===== src/rtl/t03_sprite_streamer.sv =====
// t03_sprite_streamer
// Pixel-serial sprite fetch engine. A request latches one player's pose,
// facing and visibility, walks the sprite in row-major screen order reading
// an external synchronous ROM (mirrored source column when required), and
// streams the pixels out through a 2-entry skid FIFO with a valid/ready
// handshake. Blank sprites run through the same pipeline slots with no ROM
// reads so that pixel count, ordering and timing are identical.
module t03_sprite_streamer #(
  parameter int SPRITE_W = 15,
  parameter int SPRITE_H = 20,
  parameter int PIX_W = 8,
  parameter int NUM_PLAYERS = 2,
  parameter int NUM_POSES = 3,
  parameter logic [NUM_PLAYERS-1:0] BASE_FLIP = 2'b01,
  parameter logic [PIX_W-1:0] TRANSPARENT = 8'h00,
  parameter int ADDR_W = $clog2(NUM_POSES * SPRITE_H * SPRITE_W),
  localparam int PLW = (NUM_PLAYERS > 1) ? $clog2(NUM_PLAYERS) : 1,
  localparam int XW = $clog2(SPRITE_W),
  localparam int YW = $clog2(SPRITE_H)
) (
  input  logic                     clk,
  input  logic                     nrst,
  input  logic [2*NUM_PLAYERS-1:0] player_state,
  input  logic [NUM_PLAYERS-1:0]   facing_left,
  input  logic [NUM_PLAYERS-1:0]   displayed,
  input  logic                     req_valid,
  input  logic [PLW-1:0]           req_player,
  output logic                     req_ready,
  output logic                     rom_en,
  output logic [ADDR_W-1:0]        rom_addr,
  input  logic [PIX_W-1:0]         rom_data,
  output logic                     pixel_valid,
  input  logic                     pixel_ready,
  output logic [PIX_W-1:0]         pixel_data,
  output logic [XW-1:0]            pixel_x,
  output logic [YW-1:0]            pixel_y,
  output logic                     pixel_opaque,
  output logic                     pixel_last,
  output logic                     done
);

  localparam logic [1:0] IDLE  = 2'd0;
  localparam logic [1:0] FETCH = 2'd1;
  localparam logic [1:0] DRAIN = 2'd2;

  localparam logic [XW-1:0] COL_LAST = XW'(SPRITE_W - 1);
  localparam logic [YW-1:0] ROW_LAST = YW'(SPRITE_H - 1);
  localparam logic [ADDR_W-1:0] POSE_STRIDE = ADDR_W'(SPRITE_H * SPRITE_W);
  localparam logic [ADDR_W-1:0] ROW_STRIDE  = ADDR_W'(SPRITE_W);

  // FIFO entry layout: {data, x, y, last, opaque}
  localparam int EW = PIX_W + XW + YW + 2;

  // Request context, latched at acceptance only
  logic [1:0]    state_reg;
  logic [1:0]    pose_reg;
  logic          mirror_reg;
  logic          blank_reg;

  // Read walk counters in screen order
  logic [XW-1:0] col_reg;
  logic [YW-1:0] row_reg;

  // The one read slot currently waiting for ROM data
  logic          inflight_reg;
  logic [XW-1:0] fl_x_reg;
  logic [YW-1:0] fl_y_reg;
  logic          fl_last_reg;

  // Output FIFO bookkeeping
  logic          wr_ptr_reg;
  logic          rd_ptr_reg;
  logic [1:0]    count_reg;
  logic [1:0]    count_next;

  logic          done_reg;

  // Acceptance-time decode of the requesting player
  logic [1:0]    acc_pose;
  logic          acc_mirror;
  logic          acc_blank;
  logic          player_oor;

  // Pipeline control
  logic          pop;
  logic          push;
  logic [2:0]    load;
  logic          issue;
  logic [XW-1:0] src_col;
  logic [PIX_W-1:0] push_data;
  logic          push_opaque;
  logic [EW-1:0] push_ent;
  logic [EW-1:0] ent_q [2];
  logic [EW-1:0] head;
  logic [PIX_W-1:0] head_data;
  logic [XW-1:0] head_x;
  logic [YW-1:0] head_y;
  logic          head_last;
  logic          head_opaque;

  // A player index can only be out of range when the index field has spare codes
  generate
    if ((1 << PLW) > NUM_PLAYERS) begin : g_oor
      assign player_oor = (int'(req_player) >= NUM_PLAYERS);
    end else begin : g_no_oor
      assign player_oor = 1'b0;
    end
  endgenerate

  // Decode pose, mirror and blank for the player currently presented on the request port
  always_comb begin
    acc_pose   = player_state[{req_player, 1'b0} +: 2];
    acc_mirror = facing_left[req_player] ^ BASE_FLIP[req_player];
    acc_blank  = !displayed[req_player] || (int'(acc_pose) >= NUM_POSES) || player_oor;
  end

  // Read issue: keep buffered plus in-flight pixels at most 2 after this cycle's pop
  always_comb begin
    pop   = pixel_valid && pixel_ready;
    push  = inflight_reg;
    load  = {1'b0, count_reg} + {2'b00, inflight_reg} - {2'b00, pop};
    issue = (state_reg == FETCH) && (load < 3'd2);
    count_next = count_reg + {1'b0, push} - {1'b0, pop};
  end

  // ROM address generation; the screen column is mirrored into the source column
  always_comb begin
    src_col  = mirror_reg ? (COL_LAST - col_reg) : col_reg;
    rom_addr = ADDR_W'(pose_reg) * POSE_STRIDE
             + ADDR_W'(row_reg) * ROW_STRIDE
             + ADDR_W'(src_col);
    rom_en   = issue && !blank_reg;
  end

  // Returning pixel: blank sprites substitute zero so the slot still carries a pixel
  always_comb begin
    push_data   = blank_reg ? '0 : rom_data;
    push_opaque = !blank_reg && (rom_data != TRANSPARENT);
    push_ent    = {push_data, fl_x_reg, fl_y_reg, fl_last_reg, push_opaque};
  end

  // Control FSM: accept a request, fetch every pixel slot, then wait for the FIFO to empty
  always_ff @(posedge clk or negedge nrst) begin
    if (!nrst) begin
      state_reg  <= IDLE;
      pose_reg   <= 2'd0;
      mirror_reg <= 1'b0;
      blank_reg  <= 1'b0;
    end else begin
      case (state_reg)
        IDLE: begin
          if (req_valid) begin
            pose_reg   <= acc_pose;
            mirror_reg <= acc_mirror;
            blank_reg  <= acc_blank;
            state_reg  <= FETCH;
          end
        end
        FETCH: begin
          if (issue && (col_reg == COL_LAST) && (row_reg == ROW_LAST)) begin
            state_reg <= DRAIN;
          end
        end
        DRAIN: begin
          if (done_reg) begin
            state_reg <= IDLE;
          end
        end
        default: state_reg <= IDLE;
      endcase
    end
  end

  // Row/column walk: restarts on acceptance, advances once per issued slot
  always_ff @(posedge clk or negedge nrst) begin
    if (!nrst) begin
      col_reg <= '0;
      row_reg <= '0;
    end else if ((state_reg == IDLE) && req_valid) begin
      col_reg <= '0;
      row_reg <= '0;
    end else if (issue) begin
      if (col_reg == COL_LAST) begin
        col_reg <= '0;
        if (row_reg != ROW_LAST) begin
          row_reg <= row_reg + YW'(1);
        end
      end else begin
        col_reg <= col_reg + XW'(1);
      end
    end
  end

  // Track the slot whose ROM data arrives next cycle, along with its screen coordinates
  always_ff @(posedge clk or negedge nrst) begin
    if (!nrst) begin
      inflight_reg <= 1'b0;
      fl_x_reg     <= '0;
      fl_y_reg     <= '0;
      fl_last_reg  <= 1'b0;
    end else begin
      inflight_reg <= issue;
      if (issue) begin
        fl_x_reg    <= col_reg;
        fl_y_reg    <= row_reg;
        fl_last_reg <= (col_reg == COL_LAST) && (row_reg == ROW_LAST);
      end
    end
  end

  // Done pulses once when the final pixel has been handed off and nothing remains
  always_ff @(posedge clk or negedge nrst) begin
    if (!nrst) begin
      done_reg <= 1'b0;
    end else begin
      done_reg <= (state_reg == DRAIN) && !done_reg && !inflight_reg && (count_next == 2'd0);
    end
  end

  // FIFO pointers and occupancy
  always_ff @(posedge clk or negedge nrst) begin
    if (!nrst) begin
      wr_ptr_reg <= 1'b0;
      rd_ptr_reg <= 1'b0;
      count_reg  <= 2'd0;
    end else begin
      if (push) wr_ptr_reg <= ~wr_ptr_reg;
      if (pop)  rd_ptr_reg <= ~rd_ptr_reg;
      count_reg <= count_next;
    end
  end

  // Two FIFO slots, each written only when the write pointer selects it
  genvar gi;
  generate
    for (gi = 0; gi < 2; gi++) begin : g_fifo
      logic [EW-1:0] entry_reg;
      // Capture the returning pixel into this slot
      always_ff @(posedge clk or negedge nrst) begin
        if (!nrst) begin
          entry_reg <= '0;
        end else if (push && (wr_ptr_reg == 1'(gi))) begin
          entry_reg <= push_ent;
        end
      end
      assign ent_q[gi] = entry_reg;
    end
  endgenerate

  assign head = ent_q[rd_ptr_reg];
  assign {head_data, head_x, head_y, head_last, head_opaque} = head;

  // Output port drive; fields are zero whenever no pixel is offered
  always_comb begin
    req_ready    = (state_reg == IDLE);
    pixel_valid  = (count_reg != 2'd0);
    pixel_data   = pixel_valid ? head_data : '0;
    pixel_x      = pixel_valid ? head_x : '0;
    pixel_y      = pixel_valid ? head_y : '0;
    pixel_last   = pixel_valid && head_last;
    pixel_opaque = pixel_valid && head_opaque;
    done         = done_reg;
  end

endmodule

===== config.mk =====
export PLATFORM = sky130hd
export DESIGN_NAME = t03_sprite_streamer
export DESIGN_NICKNAME = d
export VERILOG_FILES = /design/src/rtl/t03_sprite_streamer.sv
export SDC_FILE = /design/constraint.sdc
export NUM_CORES = 1
export LEC_CHECK = 0
export ABC_AREA = 1
export CORE_ASPECT_RATIO = 0.5
export CORE_MARGIN = 8
export CORE_UTILIZATION = 35
export CTS_BUF_LIST = sky130_fd_sc_hd__clkbuf_8
export DETAILED_ROUTE_END_ITERATION = 10
export GPL_TIMING_DRIVEN = 0
export SKIP_LAST_GASP = 1
export SLEW_MARGIN = 40
export SYNTH_ARGS = -nofsm -noshare
export SYNTH_HDL_FRONTEND = slang
export SYNTH_SLANG_ARGS = --single-unit

===== constraint.sdc =====
create_clock -name clk -period 3.7 [get_ports clk]
set_input_delay 0.74 -clock clk [delete_from_list [all_inputs] [get_ports clk]]
set_output_delay 0.74 -clock clk [all_outputs]
set_load 0.01 [all_outputs]

Word level (Yosys, flattened, before mapping). Index checks and enable logic that the tools add are counted.

Output and inout port bits: 33. Flip-flop bits (word level): 69. Word-level logic and storage cells: 99.

Magnitude comparators: 4. Bitwise gates (word level): 4. Shifts and indexed selects: 1. Reduce and logical (&&, ||, !) cells: 30. Add/subtract/negate cells: 9. Muxes and demuxes: 25. Equality and inequality tests: 8. $mul: 2.

Operators with widths (count): $mux W19 (3); $mux W5 (5); $mux W4 (5); $mux W8 (2); $logic_and A1 B1 Y1 (15); $add A10 B4 Y10 (1); $add A10 B9 Y10 (1); $mul A5 B4 Y9 const B (1); $mul A2 B7 Y8 const B (1); $reduce_bool A2 Y1 (4); $reduce_bool A8 Y1 (1); $mux W1 (6); $mux W2 (3); $pmux W2 S3 (1); $reduce_and A3 Y1 (2); $add A5 B1 Y5 const B (1); $eq A5 B5 Y1 const B (1); $ne A5 B5 Y1 const B (1); $add A4 B1 Y4 const B (1); $eq A4 B4 Y1 const B (1); $ge A2 B2 Y1 const B (2); $logic_not A1 Y1 (4); $logic_not A2 Y1 (2); $ne A2 B2 Y1 const B (2); other kinds (16) (17).

Longest topological paths before layout. Gate-level depths: netlist of the first run.

Depth in word-level cells: 9. Gate-level depth with buffers: 18.

Worst setup path after synthesis of the first run. Ideal clock, no wire load.

Kind: reg-to-output. Start point: reg col_reg[2]. End point: out rom_addr[6]. Data arrival time: 3203 ps. Setup slack: -243 ps. Cell stages (with the launch flop): 14. Cell sequence: dfrtp_1 -> nand3_1 -> xor2_1 -> nand2_1 -> o21ai_0 -> fa_1 -> inv_1 -> fa_1 -> inv_1 -> fa_1 -> fa_1 -> inv_1 -> a21oi_1 -> xnor2_1.

Cells in the longest elaborated chain, start to end: 3.

Ends and longest elaborated chain: start: declaration (line 61) `logic [XW-1:0] col_reg;`; start signal: assignment (line 189) `col_reg <= col_reg + XW'(1);`; $sub A4 B4 Y4 (line 128) `src_col = mirror_reg ? (COL_LAST - col_reg) : col_reg;`; $mux W4 (*) (line 128); $add A10 B4 Y10 (*) (line 131) `+ ADDR_W'(src_col);`; end: declaration (line 30) `output logic [ADDR_W-1:0] rom_addr,`.

Mark *: on every way between the ends. The rest lies on a longest branch, timed or not.

Worst setup path after layout of the first run.
Start point: reg col_reg[1]. End point: out rom_addr[9].

Same word-level chain as after synthesis.

==> results of run 1 <==
worst max path at each step:
stage / cells after the start / startpoint / end / slack [ps]
after floorplan: 16 / col_reg[1] / rom_addr[6] / -160
after global placement: 18 / col_reg[2] / rom_addr[9] / -840
after detailed placement: 17 / col_reg[2] / rom_addr[9] / -860
after CTS: 16 / col_reg[0] / rom_addr[8] / -740
after global routing: 19 / col_reg[0] / rom_addr[9] / -880
final: 19 / col_reg[1] / rom_addr[9] / -660
per-stage QoR:
| stage | util | power, mW | hold WS (ps) |
|---|---|---|---|
| 2_1_floorplan | - | 2.75 | 437 |
| 3_3_place_gp | 0.424 | 3.73 | 448 |
| 3_5_place_dp | 0.426 | 3.76 | 453 |
| 4_1_cts | 0.456 | 4.72 | 181 |
| 5_1_grt | 0.463 | 5.22 | 177 |
| 6_report | 0.463 | 4.75 | 196 |
repair_timing:
action                                  in CTS  in global routing
buffers inserted                            10                  7
gates resized for setup                     65                  6
endpoints found under the setup margin       9                  9
pin swaps                                   14                  6
hold endpoints to repair                     0                  0
worst register-to-register path, delay by kind of cell, from the launching register on:
kind	cells	cell delay (ps)
adder cells (fa/ha/maj)	3	970
buffers and inverters	3	260
flip-flops	1	440
AND/OR/NAND/NOR	7	900
kinds of logic after synthesis:
group | count (synthesis) | synth area share
buffers and inverters | 113 | 0.106
XOR/XNOR | 8 | 0.0166
flip-flops | 69 | 0.409
adder cells (fa/ha/maj) | 45 | 0.160
AO/OA/AOI/OAI | 84 | 0.0996
AND/OR/NAND/NOR | 212 | 0.209
final cells by class:
type / count / area [um2] / area share
Buffer: 14 / 72.6 / 0.0133
Clock buffer: 12 / 165 / 0.0302
Clock inverter: 4 / 46.3 / 0.00846
Inverter: 98 / 373 / 0.0682
Multi-Input combinational cell: 349 / 2210 / 0.404
Sequential cell: 69 / 1730 / 0.317
Tap cell: 165 / 206 / 0.0377
Timing Repair Buffer: 71 / 667 / 0.122
power breakdown:
| group | internal (mW) | total [mW] | switching [mW] |
|---|---|---|---|
| Sequential | 0.993 | 1.15 | 0.160 |
| Combinational | 1.35 | 2.96 | 1.61 |
| Clock | 0.363 | 0.633 | 0.270 |
placed cells by master, fill, tap and decap left out, types with 11 or more instances in the layout:
cell / count
dfrtp_1: 65
inv_2: 11
buf_4: 17
nor2_1: 18
nand3_1: 16
fa_1: 13
buf_2: 15
ha_1: 25
inv_1: 86
a21oi_1: 21
clkbuf_8: 12
o21ai_1: 17
o21ai_0: 42
clkdlybuf4s50_1: 43
nand2_1: 149
routing by layer:
metal  part of all wire  vias up  track usage  wire, um
met2               0.47       49        0.212      4520
met1               0.48     1616        0.165      4610
met3              0.041        7       0.0302       396
met4             0.0096        0       0.0474        92
li1                   -     1795            -         -
met5                  0        -            0         0
==> results.ini, run 1 <==
[run_status]
status=complete, but fails checks
violations=negative setup slack

[routing]
drtPass1Iterations=4
wire_per_inst_um=12.3
vias=3467
wirelength_um=9620
viasPerCell=4.43
drtAntennaViolNets=0
first_iter_violations=149
drc=0

[synth]
synth_flop_cell=dfrtp_1
yosysWarningCount=0
ys_seq_elements=69
synthCells=531
yosys-top-cells-area=dfrtp_1 41%, nand2_1 14%, ha_1 8.9%
synth_top_area_frac=0.409
synth_most_common_cell=nand2_1
synth_nets=597
yosysUniqueCellTypes=26
synth_area_leader_cell=dfrtp_1
avgSynthCellArea_um2=7.95
async_flop_share=1.00
ys_seq_area_frac=0.409
synth_edf_count=0
netlist_area_mm2=0.00422
synth_common_cells=155 x nand2_1, 95 x inv_1, 69 x dfrtp_1, 44 x o21ai_0, 30 x ha_1

[worst_setup_path]
cp_num_buf_inv=5
r2r_end=row_reg[2]
worst_setup_path_end_kind=output port
path_max_fanout=3
ff2ff_setup_slack_ps=1030
cp_top_family=adder cells
start_kind=register
rr_startpoint=count_reg[1]
path_class=reg2out
worstPathArrival_ps=3620
required_ps=2960
critPathMaxStageDelay_ps=510
crit_path_cell_trace=nand3_2 -> xor2_1 -> nand2_1 -> o21ai_2 -> fa_1 -> inv_1 -> fa_1 -> inv_1 -> fa_1 -> buf_4 -> inv_2 -> ha_4 -> a21oi_4 -> nand2_4 -> nand2_2 -> nand2_1 -> nand2_1 -> nand2_2 -> buf_2
critPathSlowestCell=fa_1
rr_worst_depth=13

[finish]
finalInstanceArea_mm2=0.00547
area_delta_synth_final_pct=29.6
nets=678
antenna_cells=0
fin_cells=782
fill_cells=1179
drive_gt1_frac=0.175
largest_reg_flops=38

[clocking]
cts_hold_buf=0
h-tree-depth=3
cts.path.max_buffers=2
cts.sinks=69
cts_root_buffer=clkbuf_8
cts_tree=done
numCtsBuffers=9
path_clk_slew_ps=70
worst_skew_pair.late_latency_ps=350

[place]
placed_cells=750
place.gp.congestion=0.796
place_area_mm2=0.00503
numPortBuffers=53
dp_hpwl_um=7030
pre_cts_ws_ps=-856

[pwr]
p_leak_nw=2.76
ir_drop_v=0.000585
powerDensity_mw_per_mm2=869

[global_route]
grt_max_degree=60
grt_pass1_wl_um=16700
grt_pass1_vias=3494
grt.overflow.total=0
grt_usage=0.129
antenna_found_initial=0

[floorplan]
pin_count=54
core_area_mm2=0.0118
die_area_mm2=0.0160
rows=28
die_x_um=171
dieHeight_um=93.7
initial_core_util=0.358

[timing]
hold_violations=0
fin_skew_ps=8.52
period_share=1.18
setup_viol=8
slew_viol_final=0
setup_tns_ps=-4420
fin_ws_ps=-664
maxSlewHeadroom=0.641
max_freq_mhz=229
rsz0062_at_grt=true
tightest_slew_ps=539
layout_min_cycle_time_ps=4360

[min_path]
min_path_type=in2async

[flow_run]
cap_viol_max_count=0

No activity file was read; power rests on OpenSTA's default activity.
==> run 2: changes to the inputs <==
- PLACE_DENSITY_LB_ADDON: default -> 0.1
==> run 2 against run 1 <==
The flow still finishes with violations (negative setup slack). Count of clock-buffer cells in the layout decreased by 1. Clock skew up 5.8 ps. First-iteration DRC count increased by 39%. Register-to-register slack about the same. Power fell by 3.7%. Worst setup slack got worse by 42 ps. Largest cell class unchanged.
==> results.ini, run 2 (synthesized netlist as in run 1, its figures left out) <==
[run_status]
status=complete, but fails checks  ; unchanged
violations=negative setup slack  ; unchanged

[routing]
drtPass1Iterations=6  ; was 4
viasPerCell=4.45  ; was 4.43
first_iter_violations=207  ; was 149
drc=0  ; unchanged
drtAntennaViolNets=0  ; unchanged
wirelength_um=10100  ; was 9620 um
wire_per_inst_um=13.0  ; was 12.3 um
vias=3470  ; was 3467

[clocking]
worst_skew_pair.late_latency_ps=350  ; about the same
cts.sinks=69  ; unchanged
cts_tree=done  ; unchanged
cts_root_buffer=clkbuf_8  ; unchanged
path_clk_slew_ps=70  ; about the same
h-tree-depth=3  ; unchanged
cts.path.max_buffers=2  ; unchanged
cts_hold_buf=0  ; unchanged
numCtsBuffers=9  ; unchanged

[floorplan]
pin_count=54  ; unchanged
core_area_mm2=0.0118  ; unchanged
dieHeight_um=93.7  ; unchanged
rows=28  ; unchanged
initial_core_util=0.358  ; unchanged
die_x_um=171  ; unchanged
die_area_mm2=0.0160  ; unchanged

[timing]
tightest_slew_ps=607  ; was 539 ps
rsz0062_at_grt=true  ; unchanged
fin_skew_ps=14.3  ; was 8.52 ps
maxSlewHeadroom=0.596  ; was 0.641
setup_viol=8  ; unchanged
hold_violations=0  ; unchanged
period_share=1.19  ; was 1.18
slew_viol_final=0  ; unchanged
fin_ws_ps=-706  ; was -664 ps
fin_hold_ws_ps=251  ; was 196 ps
layout_min_cycle_time_ps=4410  ; was 4360 ps
setup_tns_ps=-4430  ; was -4420 ps
max_freq_mhz=227  ; was 229 MHz

[global_route]
grt_usage=0.134  ; was 0.129
grt_pass1_vias=3553  ; was 3494
grt.overflow.total=0  ; unchanged
grt_max_degree=45  ; was 60
antenna_found_initial=0  ; unchanged
grt_pass1_wl_um=17300  ; was 16700 um

[min_path]
min_path_type=in2async  ; unchanged

[worst_setup_path]
worstSetupEndpoint=rom_addr[8]  ; was rom_addr[9]
rr_startpoint=count_reg[1]  ; unchanged
r2r_end=row_reg[0]  ; was row_reg[2]
worst_setup_path_end_kind=output port  ; unchanged
required_ps=2960  ; about the same
worstPathArrival_ps=3670  ; was 3620 ps
path_class=reg2out  ; unchanged
rr_worst_depth=13  ; unchanged
ff2ff_setup_slack_ps=1040  ; was 1030 ps
start_kind=register  ; unchanged
crit_start=col_reg[0]  ; was col_reg[1]
path_max_fanout=3  ; unchanged

[finish]
mostFrequentLayoutCell=nand2_1  ; unchanged
fill_cells=1207  ; was 1179
largest_reg_flops=38  ; unchanged
layout_common_cells=149 x nand2_1, 87 x inv_1, 65 x dfrtp_1  ; was 149 x nand2_1, 86 x inv_1, 65 x dfrtp_1
area_delta_synth_final_pct=28.3  ; was 29.6%
drive_gt1_frac=0.169  ; was 0.175
antenna_cells=0  ; unchanged
nets=677  ; was 678

[flow_run]
cap_viol_max_count=0  ; unchanged

[pwr]
ir_drop_v=0.000789  ; was 0.000585 V
p_leak_nw=2.73  ; was 2.76 nW
powerDensity_mw_per_mm2=845  ; was 869 mW/mm2

[place]
pre_cts_ws_ps=-870  ; was -856 ps
place.gp.congestion=0.736  ; was 0.796
numPortBuffers=53  ; unchanged
dp_hpwl_um=7390  ; was 7030 um

## run 2: cell types whose count changed in the layout (fill, tap and decap cells not counted), sizes merged
cell	delta
clkbuf	-1
clkinv	+1
inv	-1
clkdlybuf4s15	-1
bufinv	-1
## run 2: worst min-delay path by stage
| stage | from | end | slack, ps | cells past startpoint |
|---|---|---|---|---|
| global route | nrst | g_fifo[1].entry_reg[16] | 250 | 1 |
| CTS | nrst | g_fifo[1].entry_reg[16] | 240 | 1 |
| global placement | g_fifo[0].entry_reg[13] | g_fifo[0].entry_reg[13] | 450 | 2 |
| floorplan | nrst | blank_reg | 440 | 0 |
| detailed placement | g_fifo[0].entry_reg[11] | g_fifo[0].entry_reg[11] | 450 | 2 |
| finish | nrst | g_fifo[0].entry_reg[9] | 250 | 1 |
## run 2: layout make-up
class                      count  area, um2  area share
inverter                      98        374      0.0691
tap                          165        206      0.0381
clock inverter                 3       13.8     0.00254
sequential                    69       1730       0.320
buffer                        14       72.6      0.0134
clock buffer                  11        151      0.0280
multi-input combinational    349       2200       0.407
timing repair buffer          70        663       0.122
## run 2: worst max-delay path, stage by stage, from the launching register on
cell and delay, ps:
dfrtp_1 410, nand3_2 90, xor2_1 160, nand2_1 80
o21ai_2 70, fa_1 480, inv_1 50, fa_1 470
inv_1 50, fa_1 480, buf_6 140, fa_2 390
inv_2 80, nand3_2 80, nand3_2 70, nand2_1 60
nand2_2 60, buf_6 100
## run 2: routing by layer
metal	wire length [um]	GRT usage	vias up	part of all wire
met2	4490	0.215	66	0.44
met5	0	0	-	0
met3	489	0.0335	5	0.048
met1	5060	0.178	1606	0.50
met4	69	0.0388	0	0.0068
li1	-	-	1793	-
## run 2: repair_timing
action / CTS / global route
setup buffers: 15 / 1
endpoints found under the setup margin: 9 / 9
pin swaps: 16 / 4
gates resized for setup: 61 / 8
## run 2: where the power goes
part | switching (mW) | internal, mW
combinational | 1.60 | 1.29
clock | 0.274 | 0.268
sequential | 0.151 | 0.993
## run 2: through the flow
step                area [um2]  utilization  total power [mW]  instances
detailed placement        5030        0.426              3.78        750
global route              5420        0.459              5.03        779
global placement          5000        0.424              3.78        749
finish                    5420        0.459              4.58        779
floorplan                 4270            -              2.75        531
CTS                       5360        0.454              4.52        778
==> run 3: changes to the inputs <==
- CORE_UTILIZATION: 35 -> 52
==> run 3 against run 2 <==
The run still ends with negative setup slack left. Global-route usage is 3.9 points higher. First-iteration DRC count fell by 30%. Cell area decreased by 2.2%.
==> results.ini, run 3 (synthesized netlist as in run 1, its figures left out) <==
[run_status]
status=complete, but fails checks  ; unchanged
violations=negative setup slack  ; unchanged

[clocking]
cts_root_buffer=clkbuf_8  ; unchanged
cts.sinks=69  ; unchanged
numCtsBuffers=9  ; unchanged
cts.path.max_buffers=2  ; unchanged
cts_hold_buf=0  ; unchanged
h-tree-depth=3  ; unchanged
worst_skew_pair.late_latency_ps=340  ; was 350 ps
path_clk_slew_ps=70  ; about the same
cts_tree=done  ; unchanged

[routing]
wirelength_um=9240  ; was 10100 um
vias=3489  ; was 3470
viasPerCell=4.83  ; was 4.45
drtAntennaViolNets=0  ; unchanged
drtPass1Iterations=4  ; was 6
drc=0  ; unchanged
first_iter_violations=145  ; was 207
wire_per_inst_um=12.8  ; was 13.0 um

[worst_setup_path]
critPathMaxStageDelay_ps=500  ; was 480 ps
r2r_end=col_reg[3]  ; was row_reg[0]
rr_startpoint=count_reg[1]  ; unchanged
path_class=reg2out  ; unchanged
cp_top_family=adder cells  ; unchanged
required_ps=2960  ; about the same
critPathSlowestCell=fa_1  ; unchanged
crit_top_cell=inv_2
worstPathArrival_ps=3700  ; was 3670 ps
crit_path_cell_trace=buf_4 -> ha_2 -> xor2_1 -> nand2_1 -> o21ai_2 -> fa_1 -> inv_2 -> ha_4 -> inv_2 -> fa_1 -> inv_2 -> ha_4 -> inv_2 -> fa_2 -> inv_2 -> nand3_2 -> nand3_2 -> nand2_1 -> nand2_2 -> buf_6  ; was nand3_2 -> xor2_1 -> nand2_1 -> o21ai_2 -> fa_1 -> inv_1 -> fa_1 -> inv_1 -> fa_1 -> buf_6 -> fa_2 -> inv_2 -> nand3_2 -> nand3_2 -> nand2_1 -> nand2_2 -> buf_6
path_max_fanout=4  ; was 3
start_kind=register  ; unchanged
cp_num_buf_inv=7  ; was 5
rr_worst_depth=14  ; was 13
ff2ff_setup_slack_ps=920  ; was 1040 ps
worst_setup_path_end_kind=output port  ; unchanged

[timing]
fin_skew_ps=10.5  ; was 14.3 ps
hold_violations=0  ; unchanged
maxSlewHeadroom=0.584  ; was 0.596
slew_viol_final=0  ; unchanged
period_share=1.20  ; was 1.19
tightest_slew_ps=624  ; was 607 ps
fin_ws_ps=-735  ; was -706 ps
fin_hold_ws_ps=207  ; was 251 ps
rsz0062_at_grt=true  ; unchanged
max_freq_mhz=225  ; was 227 MHz
layout_min_cycle_time_ps=4440  ; was 4410 ps
setup_viol=8  ; unchanged

[floorplan]
dieHeight_um=79.7  ; was 93.7 um
core_area_mm2=0.00794  ; was 0.0118 mm2
rows=23  ; was 28
initial_core_util=0.532  ; was 0.358
die_area_mm2=0.0114  ; was 0.0160 mm2
pin_count=54  ; unchanged
die_x_um=143  ; was 171 um

[pwr]
powerDensity_mw_per_mm2=857  ; was 845 mW/mm2
intPower_mw=2.54  ; was 2.55 mW
swShare=0.441  ; was 0.442
ir_drop_v=0.00115  ; was 0.000789 V
p_leak_nw=2.72  ; was 2.73 nW
sequentialPowerShare=0.253  ; was 0.250
p_comb_frac=0.634  ; was 0.632
p_switching_mw=2.00  ; was 2.02 mW
p_clk_frac=0.112  ; was 0.118

[finish]
drive_gt1_frac=0.157  ; was 0.169
nets=673  ; was 677
layout_common_cells=149 x nand2_1, 88 x inv_1, 67 x dfrtp_1  ; was 149 x nand2_1, 87 x inv_1, 65 x dfrtp_1
fin_cells=723  ; was 779
fill_cells=727  ; was 1207
area_delta_synth_final_pct=25.5  ; was 28.3%
mostFrequentLayoutCell=nand2_1  ; unchanged
largest_reg_flops=38  ; unchanged
antenna_cells=0  ; unchanged

[global_route]
antenna_found_initial=0  ; unchanged
grt_usage=0.173  ; was 0.134
grt_pass1_wl_um=15800  ; was 17300 um
grt_pass1_vias=3428  ; was 3553
grt_max_degree=58  ; was 45
grt.overflow.total=0  ; unchanged

[place]
placed_cells=697  ; was 750
place.gp.congestion=0.821  ; was 0.736
dp_hpwl_um=6800  ; was 7390 um
numPortBuffers=53  ; unchanged

[min_path]
min_path_type=in2async  ; unchanged

[flow_run]
cap_viol_max_count=0  ; unchanged

==> run 3: cell count changes in the layout (fill, tap and decap cells not counted), sizes merged <==
cell and change:
clkbuf -1, clkinvlp -1, inv +3, buf -4
==> run 3: worst reg2reg max path, stage by stage, from the launching register on <==
cell	delay [ps]
dfrtp_1	440
nor2_1	280
nor2_2	70
ha_1	300
inv_1	60
ha_1	130
inv_1	50
fa_1	530
nand3_2	120
inv_2	90
nand2_4	70
buf_4	140
nor2_1	240
nand2_1	90
o21ai_1	80
==> run 3: worst max-delay path by stage <==
| stage | start | to | slack, ps | depth (start not counted) |
|---|---|---|---|---|
| after global routing | col_reg[0] | rom_addr[8] | -930 | 17 |
| after floorplan | col_reg[1] | rom_addr[6] | -160 | 16 |
| after CTS | col_reg[0] | rom_addr[8] | -730 | 17 |
| after global placement | col_reg[2] | rom_addr[9] | -850 | 18 |
| final | col_reg[0] | rom_addr[8] | -740 | 20 |
| after detailed placement | col_reg[2] | rom_addr[9] | -890 | 18 |
==> run 3: repair_timing <==
action                                  4_1_cts  5_1_grt
gates resized for setup                      55       12
setup buffers                                 6        6
endpoints found under the setup margin        9        9
pin swaps                                    21       10
==> run 3: layer usage <==
metal | global-route usage | routed length (um) | part of all wire
met4 | 0.0385 | 81 | 0.0088
met1 | 0.221 | 4400 | 0.48
met3 | 0.0501 | 442 | 0.048
met5 | 0 | 0 | 0
met2 | 0.287 | 4310 | 0.47
==> run 3: per-stage QoR <==
stage | instance area, um2 | setup WS [ps] | setup TNS (ps) | power, mW | util
after floorplan | 4270 | -162 | -812 | 2.75 | -
after global placement | 4940 | -847 | -38580 | 3.71 | 0.622
after detailed placement | 4970 | -892 | -6340 | 3.77 | 0.625
after CTS | 5190 | -729 | -4760 | 4.40 | 0.654
after global routing | 5300 | -933 | -6320 | 4.97 | 0.667
final | 5300 | -735 | -4790 | 4.54 | 0.667
==> run 3: cell type report <==
type | count | area [um2] | area share
clock buffer | 10 | 138 | 0.0260
inverter | 98 | 368 | 0.0694
clock inverter | 5 | 21.3 | 0.00402
buffer | 14 | 72.6 | 0.0137
multi-input combinational | 349 | 2190 | 0.413
tap | 112 | 140 | 0.0265
sequential | 69 | 1730 | 0.326
timing repair buffer | 66 | 642 | 0.121
==> run 3: power by group through the flow <==
stage	Clock [mW]	Sequential, mW	Combinational [mW]
global route	0.560	1.18	3.23
global placement	0	1.16	2.56
floorplan	0	1.12	1.63
detailed placement	0	1.17	2.60
CTS	0.526	1.15	2.73
finish	0.511	1.15	2.88
